### config.mk
export PLATFORM = sky130hd
export DESIGN_NAME = count4_enable
export DESIGN_NICKNAME = d
export VERILOG_FILES = /design/src/rtl/count4_enable_pkg.sv /design/src/rtl/count4_enable.sv
export SDC_FILE = /design/constraint.sdc
export NUM_CORES = 1
export LEC_CHECK = 0
export ABC_AREA = 0
export BUFFER_PORTS_ARGS = -buffer_cell sky130_fd_sc_hd__clkbuf_2
export CAP_MARGIN = 20
export CELL_PAD_IN_SITES_DETAIL_PLACEMENT = 0
export CELL_PAD_IN_SITES_GLOBAL_PLACEMENT = 1
export CORE_AREA = 4 4 41 43
export DETAILED_ROUTE_END_ITERATION = 10
export DIE_AREA = 0 0 45 47
export GPL_TIMING_DRIVEN = 0
export HOLD_SLACK_MARGIN = 0.12
export PLACE_DENSITY = 0.43
export SETUP_SLACK_MARGIN = 0.2
export SYNTH_ARGS = -nofsm -noshare
export SYNTH_HDL_FRONTEND = slang
export SYNTH_SLANG_ARGS = --single-unit
### constraint.sdc
create_clock -name clk -period 1.45 [get_ports clk]
set_clock_uncertainty 0.15 [all_clocks]
set_input_delay 0.435 -clock clk [delete_from_list [all_inputs] [get_ports clk]]
set_output_delay 0.435 -clock clk [all_outputs]
set_load 0.03 [all_outputs]
### src/rtl/count4_enable_pkg.sv
// rtl/count4_enable_pkg.sv - shared counter width and default terminal value for count4_enable
package count4_enable_pkg;

    localparam int CNT_W           = 4;
    localparam int CNT_MAX_DEFAULT = 15;

endpackage

### src/rtl/count4_enable.sv
// rtl/count4_enable.sv - 4-bit enabled wrap-around counter with terminal-count flag
// Build macro COUNT4_ENABLE_TC_GATED_EN qualifies tc with enable (flags a wrap on the next edge).
module count4_enable
    import count4_enable_pkg::*;
#(
    parameter int MAX_COUNT = CNT_MAX_DEFAULT
) (
    input  logic             clk,
    input  logic             clr,
    input  logic             enable,
    output logic [CNT_W-1:0] count,
    output logic             tc
);

    localparam logic [CNT_W-1:0] MAX_V = CNT_W'(MAX_COUNT);

    if (MAX_COUNT < 1 || MAX_COUNT > ((1 << CNT_W) - 1)) begin : g_bad_max_count
        $error("count4_enable: MAX_COUNT=%0d outside legal range 1..15", MAX_COUNT);
    end

    logic [CNT_W-1:0] count_q;
    logic [CNT_W-1:0] count_d;
    logic             at_max;

    assign at_max  = (count_q == MAX_V);
    assign count_d = enable ? (at_max ? '0 : count_q + CNT_W'(1)) : count_q;

    always_ff @(posedge clk or negedge clr) begin
        if (!clr) begin
            count_q <= '0;
        end else begin
            count_q <= count_d;
        end
    end

    assign count = count_q;

`ifdef COUNT4_ENABLE_TC_GATED_EN
    assign tc = at_max & enable;
`else
    assign tc = at_max;
`endif

endmodule

# After elaboration in Yosys (flattened, before gate mapping)

Index checks and enable logic that the tools add are counted.

Muxes and demuxes: 1
Shift operators: 0
Bitwise gates (word level): 0
$lt $le $gt $ge: 0
$add $sub $neg: 1
Equal/unequal tests: 1
Div/mod/pow operators: 0
$mul: 0
Reduce and logical (&&, ||, !) cells: 0

Operators by type and width:

| kind                                                          | number |
|---|---|
| 4-bit by 1-bit adder with 4-bit output, second input constant | 1 |
| 4-bit == test, second input constant                          | 1 |
| 4-bit two-way mux                                             | 1 |

Bits in writable memories: 0
Flip-flop bits (word level): 4
Bits in read-only memories: 0
Memories: 0
Input bits: 3
Latch bits: 0

# Logic depth before layout (Yosys ltp)

Gate-level depths: netlist of the first run.

Depth in word-level cells: 2
Depth in mapped cells: 3

# Worst setup path after synthesis of the first run

OpenSTA, ideal clock, no wires.

Path kind: reg2out
Start point: register count_q[0], in the netlist count[0]
End point: output tc
Setup slack: -0.268 ns
Buffers on the path: 0
Data required time: 0.865 ns
Cell stages (with the launch flop): 3
Arrival: 1.133 ns
Path through: dfrtp_1 > ha_1 > and3_1

Cells in the longest elaborated chain, start to end: 1

RTL lines:

| item                     | line                | source |
|---|---|---|
| start: declaration       | count4_enable.sv:21 | `logic [CNT_W-1:0] count_q;` |
| start signal: assignment | count4_enable.sv:32 | `count_q <= count_d;` |
| 4-bit == test            | count4_enable.sv:25 | `assign at_max = (count_q == MAX_V);` |
| end: declaration         | count4_enable.sv:12 | `output logic tc` |

Every way passes these cells.

# Worst setup path in the final report of the first run

Start point: register count_q[1], in the netlist count[1]
End point: output tc

The elaborated chain is that of the path after synthesis.

==> results.cfg, run 1 <==
[cts]
clkSlewWorstSetupHoldPaths_ns = 0.04
tritoncts = yes
cts_buffer_depth = 2
cts_root_buf = clkbuf_4
h-tree-depth = 1
clk_latency_ns = 0.24
cts_buffers = 3
cts.sinks = 4

[timing]
holdWs_ns = 0.3587
slew_viol_final = 0
worst_slack_ns = -0.2637
hold_viol = 0
worst_slew_pin_slew_ns = 0.2092
slew_headroom_pct = 85.87
rsz0062_at_grt = true
post-route-min-period_ns = 1.714
max_freq_mhz = 583.5
finalSetupViolations = 3
period_share_pct = 118.2

[run_status]
violations = setup timing
status = finished, violations left

[layout]
largest_reg_flops = 4
num-nets-final = 36
multi_input_area_um2 = 110.1
finalInstanceArea_um2 = 384.1
diodes = 0
seq_area_um2 = 105.1
fin_util_pct = 29.52
drive_above_1_share_pct = 73.33
fillers = 144
areaGrowthSynthToFinish_pct = 107.4
layout.cells.non_filler = 45

[floorplanning]
start_util_pct = 14.23
dieArea_um2 = 2115
core_um2 = 1301
die_w_um = 45
row_count = 13
die_h_um = 47
io-pin-count = 8

[setup_path]
startpoint = count[1]$_DFFE_PN0P_
path_cells = ha_4, and3_4, buf_8
arrival_ns = 1.13
worstSetupPathType = flip-flop to output port
crit_family = flip-flops
setup.worst_path.start_class = flip-flop
critical_path.max_fanout = 2
reg2reg_setup_slack_ns = 0.24
r2r_start = count[1]$_DFFE_PN0P_
cpMaxStageDelayCell = dfrtp_2
slowest_delay_ns = 0.42
worstPathRequired_ns = 0.87
worst-path-buf-inv = 1
cp-end-kind = output port

[yosys]
ys_ff_latch = 4
yosysMostFrequentCell = dfrtp_1
syn_nets = 19
synthTopCellsByCount = dfrtp_1, a41oi_1, nand2b_1
synth_cells = 15
netlist_area_um2 = 185.2
synth_top_area_share_pct = 54.05
synth_edf_count = 0
syn_avg_cell_area_um2 = 12.35
synthArstFlopShare_pct = 100.0
ys_warn_count = 0
synth.largest_area_cell = dfrtp_1
synth_cell_type_count = 10
ys_seq_area_share_pct = 54.05
synth.area.top_cells = dfrtp_1, a41oi_1, ha_1, nand2b_1, mux2_2
synth_top_flop_cell = dfrtp_1

[worst_hold_path]
min_path_type = input pin to flip-flop
hp-start = enable

[routing]
wl_per_cell_um = 10.69
routed_wl_um = 481
drt-initial-drc-count = 0
drc = 0
firstDrtPassIters = 1
via_count = 189
post_drt_via_cell_ratio = 4.200
ant_nets = 0

[global_route]
grtUsageTotal_pct = 7.296
grt_pass1_wl_um = 931
grt_pass1_vias = 196
antenna_found_initial = 0
grt_max_degree = 7
grt_overflow = 0

[pwr]
p_leak_nw = 0.1638
powerDensity_nw_per_um2 = 2393
total_power_w = 0.0009194
ir_worst_vdd_mv = 0.9747

[place]
place_congestion = 0.7456
numPlacedInstances = 37
numPortBuffers = 7
dpl_cell_area_um2 = 259.0

[flow_run]
cap_violations = 0
final cells by class:
class	count	share of cell area (%)
flip-flops and latches	4	27.36
well taps	15	4.886
multi-input cells	11	28.66
clock buffers	3	5.863
repair buffers	12	33.22
cell usage in the layout (no fill, tap or decap):
cell type	Yosys	layout
mux2_2	1	1
buf_8	0	4
dfrtp_2	0	4
nand2b_1	2	2
o21ai_1	1	1
clkbuf_8	0	1
a21o_1	1	1
buf_6	0	1
a41oi_2	0	1
a41oi_1	2	1
clkbuf_4	0	3
nand2_1	1	1
and3_4	0	1
dlygate4sd3_1	0	1
buf_4	0	3
clkbuf_2	0	2
ha_4	0	1
xnor2_1	1	1
path summary, 6_finish.rpt:
| kind | to | depth (start not counted) |
|---|---|---|
| setup / recovery | tc | 3 |
| setup reg to reg | count[3]$_DFFE_PN0P_ | 4 |
| hold / removal | count[0]$_DFFE_PN0P_ | 3 |
| min in group asynchronous | count[3]$_DFFE_PN0P_ | 2 |
| hold reg to reg | count[3]$_DFFE_PN0P_ | 1 |
| max in group asynchronous | count[1]$_DFFE_PN0P_ | 2 |
per-stage QoR:
step           setup slack (ns)  setup TNS (ns)
2_1_floorplan          -0.02330        -0.02330
3_3_place_gp           -0.08957        -0.08957
3_5_place_dp            -0.1008         -0.1008
4_1_cts                 -0.2949         -0.5026
5_1_grt                 -0.3104         -0.5365
6_report                -0.2637         -0.4112
power by group:
part           total (W)  internal (W)  switching, W
Combinational   0.000529      0.000297      0.000232
Clock           0.000139     0.0000926     0.0000462
Sequential      0.000252      0.000175     0.0000765
worst min-delay path, stage by stage:
cell,delay (ns)
clkbuf_2,0.14
nand2b_1,0.08
o21ai_1,0.05
cells by family (layout without fill, tap and decap cells):
| family | count (synthesis) | count (layout) | share of synthesized area, % |
|---|---|---|---|
| mux | 1 | 1 | 6.081 |
| xor+xnor | 1 | 1 | 4.731 |
| fa+ha+maj | 1 | 1 | 6.756 |
| compound gates | 4 | 4 | 16.22 |
| simple gates | 4 | 4 | 12.16 |
| flops | 4 | 4 | 54.06 |
| buf+inv | 0 | 15 | 0 |
routing by layer:
layer	vias up	wire length [µm]	GRT usage, %
met3	2	78	7.663
met2	9	190	8.475
li1	88	-	-
met1	90	204	7.586
met4	0	8	5.263
met5	-	0	0
timing repair:
item,in CTS,in global routing
hold endpoints to repair,4,0
hold buffers,1,0
pin swaps,1,2
gates resized for setup,10,8
buffers inserted,3,1
setup endpoints to repair,5,6
Power figures use the tool's default switching activity.
==> run 2, diff against run 1 <==
Settings changed: ABC_AREA 0 to not set, MAX_ROUTING_LAYER set to met4, RECOVER_POWER set to 100.
==> results.cfg, run 2 (synthesis results as in run 1) <==
[run_status]
status = finished, violations left
violations = setup timing

[floorplanning]
row_count = 13
start_util_pct = 14.23
die_w_um = 45
io-pin-count = 8
dieArea_um2 = 2115
core_um2 = 1301
die_h_um = 47

[cts]
h-tree-depth = 1
clkSlewWorstSetupHoldPaths_ns = 0.04
tritoncts = yes
cts_root_buf = clkbuf_4
clk_latency_ns = 0.24
cts_buffers = 3
cts.sinks = 4
cts_buffer_depth = 2

[setup_path]
arrival_ns = 1.13
critical_path.max_fanout = 2
cp-end-kind = output port
setup.worst_path.start_class = flip-flop
worstPathRequired_ns = 0.87
worstSetupPathType = flip-flop to output port

[pwr]
comb_power_share_pct = 57.6
p_leak_nw = 0.1608
powerDensity_nw_per_um2 = 2398
switching_share_pct = 38.52
switchingPower_w = 0.0003537
p_seq_share_pct = 27.4
cell_internal_pwr_w = 0.0005644
p_clk_share_pct = 15.0
ir_worst_vdd_mv = 0.9717

[global_route]
grt_max_degree = 7
grt_pass1_vias = 194
grtUsageTotal_pct = 7.535
grt_overflow = 0
grt_pass1_wl_um = 938
antenna_found_initial = 0

[timing]
finalSetupTns_ns = -0.4073
finalSetupViolations = 3
slew_headroom_pct = 85.87
worst_slew_pin_slew_ns = 0.2092
max_freq_mhz = 584.0
worst_slack_ns = -0.2624
hold_viol = 0
period_share_pct = 118.1
slew_viol_final = 0
rsz0062_at_grt = true
post-route-min-period_ns = 1.712

[routing]
firstDrtPassIters = 2
post_drt_via_cell_ratio = 4.178
wl_per_cell_um = 10.69
routed_wl_um = 481
drc = 0
drt-initial-drc-count = 1
ant_nets = 0
via_count = 188

[layout]
fillers = 145
num-nets-final = 36
diodes = 0
largest_reg_flops = 4
drive_above_1_share_pct = 70.00
areaGrowthSynthToFinish_pct = 106.8
layout_common_cells = dfrtp_2, buf_8, clkbuf_4, buf_4, nand2b_1
seq_area_um2 = 105.1
multi_input_area_um2 = 110.1
fin_util_pct = 29.42

[place]
numPortBuffers = 7
place_congestion = 0.7551

[flow_run]
cap_violations = 0

[worst_hold_path]
min_path_type = input pin to flip-flop
## run 2: timing repair
action,CTS,global route
buffers inserted,3,1
hold buffers,1,0
cloned,0,0
endpoints found under the setup margin,5,6
pin swaps,1,2
gates resized for setup,10,8
endpoints found under the hold margin,4,0
## run 2: through the flow
stage	hold slack, ns	setup slack, ns	std cells	power, W	area [µm²]
CTS	0.3497	-0.2949	44	0.0008455	357.8
global placement	0.1017	-0.08957	37	0.0005528	259.0
floorplan	-0.01059	-0.02330	15	0.0004621	205.2
finish	0.3600	-0.2624	45	0.0009180	382.9
detailed placement	0.09897	-0.1008	37	0.0005604	259.0
global route	0.3779	-0.3104	45	0.001001	382.9
## run 2: worst paths after layout
kind / slack [ns] / from / depth (start not counted) / endpoint
worst max register to register: 0.24 / count[1]$_DFFE_PN0P_ / 4 / count[3]$_DFFE_PN0P_
worst max-delay path: -0.26 / count[1]$_DFFE_PN0P_ / 3 / tc
worst min-delay path: 0.36 / enable / 3 / count[0]$_DFFE_PN0P_
worst min register to register: 0.41 / count[2]$_DFFE_PN0P_ / 1 / count[3]$_DFFE_PN0P_
max in group asynchronous: 0.54 / clr / 2 / count[1]$_DFFE_PN0P_
min in group asynchronous: 0.41 / clr / 2 / count[3]$_DFFE_PN0P_
## run 2: final cells by class
cell class                      count  area share (%)
Timing Repair Buffer               12           33.01
Clock buffer                        3           5.882
Tap cell                           15           4.902
Sequential cell                     4           27.45
Multi-Input combinational cell     11           28.76
## run 2: power by group through the flow
stage | logic [W] | clock network, W | registers, W
2_1_floorplan | 0.000123 | 0 | 0.000339
3_3_place_gp | 0.000307 | 0 | 0.000245
3_5_place_dp | 0.000313 | 0 | 0.000248
4_1_cts | 0.000469 | 0.000145 | 0.000232
5_1_grt | 0.000583 | 0.000161 | 0.000257
6_report | 0.000529 | 0.000138 | 0.000252
## run 2: critical path: stages (launching register included)
cell and delay, ns:
dfrtp_2 0.42, ha_4 0.17, and3_4 0.18, buf_8 0.13
## run 2: routing by layer
layer  vias up  GRT usage [%]  share of wire (%)
met2         8          8.475                 39
met4         0          5.263                1.7
met5         -              -                  0
met1        89          7.816                 44
li1         89              -                  -
met3         2          7.280                 14
==> run 3, diff against run 2 <==
--- a/config.mk
+++ b/config.mk
@@ -17,3 +17,3 @@
 export MAX_ROUTING_LAYER = met4
-export PLACE_DENSITY = 0.43
+export PLACE_DENSITY = 0.4
 export RECOVER_POWER = 100
==> constraint.sdc (replaced) <==
create_clock -name clk -period 2.1 [get_ports clk]
set_clock_uncertainty 0.15 [all_clocks]
set_input_delay 0.63 -clock clk [delete_from_list [all_inputs] [get_ports clk]]
set_output_delay 0.63 -clock clk [all_outputs]
set_load 0.005 [all_outputs]
==> results.cfg, run 3 (synthesis results as in run 1) <==
[global_route]
grt_max_degree = 7
grt_overflow = 0
antenna_found_initial = 0
grt_pass1_wl_um = 703
grtUsageTotal_pct = 5.574
grt_pass1_vias = 162

[layout]
final_common_cell = clkbuf_1
layout_common_cells = clkbuf_1, clkbuf_4, dfrtp_1
finalInstanceArea_um2 = 305.3
num-nets-final = 37
layout.cells.non_filler = 46
areaGrowthSynthToFinish_pct = 64.86
diodes = 0
largest_reg_flops = 4
drive_above_1_share_pct = 38.71

[place]
post-place-ws_ns = 0.3383
place_congestion = 0.6555
dpl_cell_area_um2 = 239.0
dp_hpwl_um = 337.7
numPlacedInstances = 37
numPortBuffers = 7

[run_status]
status = completed

[setup_path]
setup.worst_path.start_class = flip-flop
cpMaxStageDelayCell = dfrtp_1
slowest_delay_ns = 0.38
critical_path.max_fanout = 2
arrival_ns = 1.10
path_cells = ha_1, and3_4, clkbuf_1
worstSetupPathType = flip-flop to output port
worstPathRequired_ns = 1.32
cp-end-kind = output port

[cts]
cts_buffer_depth = 2
cts.sinks = 4
cts_root_buf = clkbuf_4
h-tree-depth = 1
clk_latency_ns = 0.23
tritoncts = yes
clkSlewWorstSetupHoldPaths_ns = 0.04
cts_buffers = 3

[floorplanning]
start_util_pct = 14.23
core_um2 = 1301
io-pin-count = 8
die_w_um = 45
dieArea_um2 = 2115
row_count = 13
die_h_um = 47

[routing]
via_count = 185
drc = 0
firstDrtPassIters = 4
drt-initial-drc-count = 4
post_drt_via_cell_ratio = 4.022
ant_nets = 0
wl_per_cell_um = 10.43
routed_wl_um = 480

[timing]
hold_viol = 0
finalSetupTns_ns = 0
post-route-min-period_ns = 1.884
worst_slew_pin_slew_ns = 0.2319
rsz0062_at_grt = true
worst_slack_ns = 0.2156
finalSetupViolations = 0
slew_viol_final = 0
max_freq_mhz = 530.7
slew_headroom_pct = 84.54
period_share_pct = 89.73

[pwr]
powerDensity_nw_per_um2 = 1391
ir_worst_vdd_mv = 0.5875
p_leak_nw = 0.1396

[worst_hold_path]
min_path_type = flip-flop to flip-flop

[flow_run]
cap_violations = 0
-- run 3: worst paths after layout --
kind / from / to / slack (ns) / cells past startpoint
worst max register to register: count[0]$_DFFE_PN0P_ / count[3]$_DFFE_PN0P_ / 0.67 / 5
worst max-delay path: count[0]$_DFFE_PN0P_ / tc / 0.22 / 3
min in group asynchronous: clr / count[3]$_DFFE_PN0P_ / 0.62 / 2
max in group asynchronous: clr / count[1]$_DFFE_PN0P_ / 0.99 / 2
worst min register to register: count[3]$_DFFE_PN0P_ / count[3]$_DFFE_PN0P_ / 0.39 / 1
worst min-delay path: count[3]$_DFFE_PN0P_ / count[3]$_DFFE_PN0P_ / 0.39 / 1
-- run 3: repair_timing --
item	in CTS	in global routing
pin swaps	1	1
endpoints found under the setup margin	1	1
endpoints found under the hold margin	4	0
hold buffers	1	0
gates resized for setup	1	1
buffers inserted	3	2
-- run 3: layout make-up --
class                   instances  area [µm²]
multi-input cells              11       90.09
well taps                      15       18.77
flip-flops and latches          4       100.1
clock buffers                   3       22.52
repair buffers                 13       73.82
fillers                       154       996.0
-- run 3: routing by layer --
layer	routed length (µm)	up-vias	global-route usage (%)	share of wire, %
met4	0	0	3.509	0
met1	228	88	6.221	48
met3	64	0	5.747	13
met2	188	9	5.650	39
li1	-	88	-	-
met5	0	-	-	0
-- run 3: power by group --
group          leakage, nW   total, W  internal, W  switching [W]
clock               0.0138  0.0000914    0.0000637      0.0000277
sequential          0.0472   0.000148     0.000114      0.0000347
combinational       0.0786   0.000185     0.000111      0.0000741
total                0.140   0.000425     0.000288       0.000136
-- run 3: worst max-delay path: cells and delay by family (launching register included) --
family                     cells  cell delay, ns
DFF                            1            0.38
buffers and inverters          1            0.10
adders and majority gates      1            0.21
and+or+nand+nor                1            0.18
-- run 3: metrics by stage --
| stage | utilization [%] | hold WS, ns | total power (W) |
|---|---|---|---|
| detailed placement | 18.37 | 0.2959 | 0.0002841 |
| CTS | 22.79 | 0.3911 | 0.0004195 |
| floorplan | - | 0.1844 | 0.0002223 |
| finish | 23.46 | 0.3935 | 0.0004246 |
| global placement | 18.37 | 0.2928 | 0.0002866 |
| global route | 23.46 | 0.4189 | 0.0004647 |
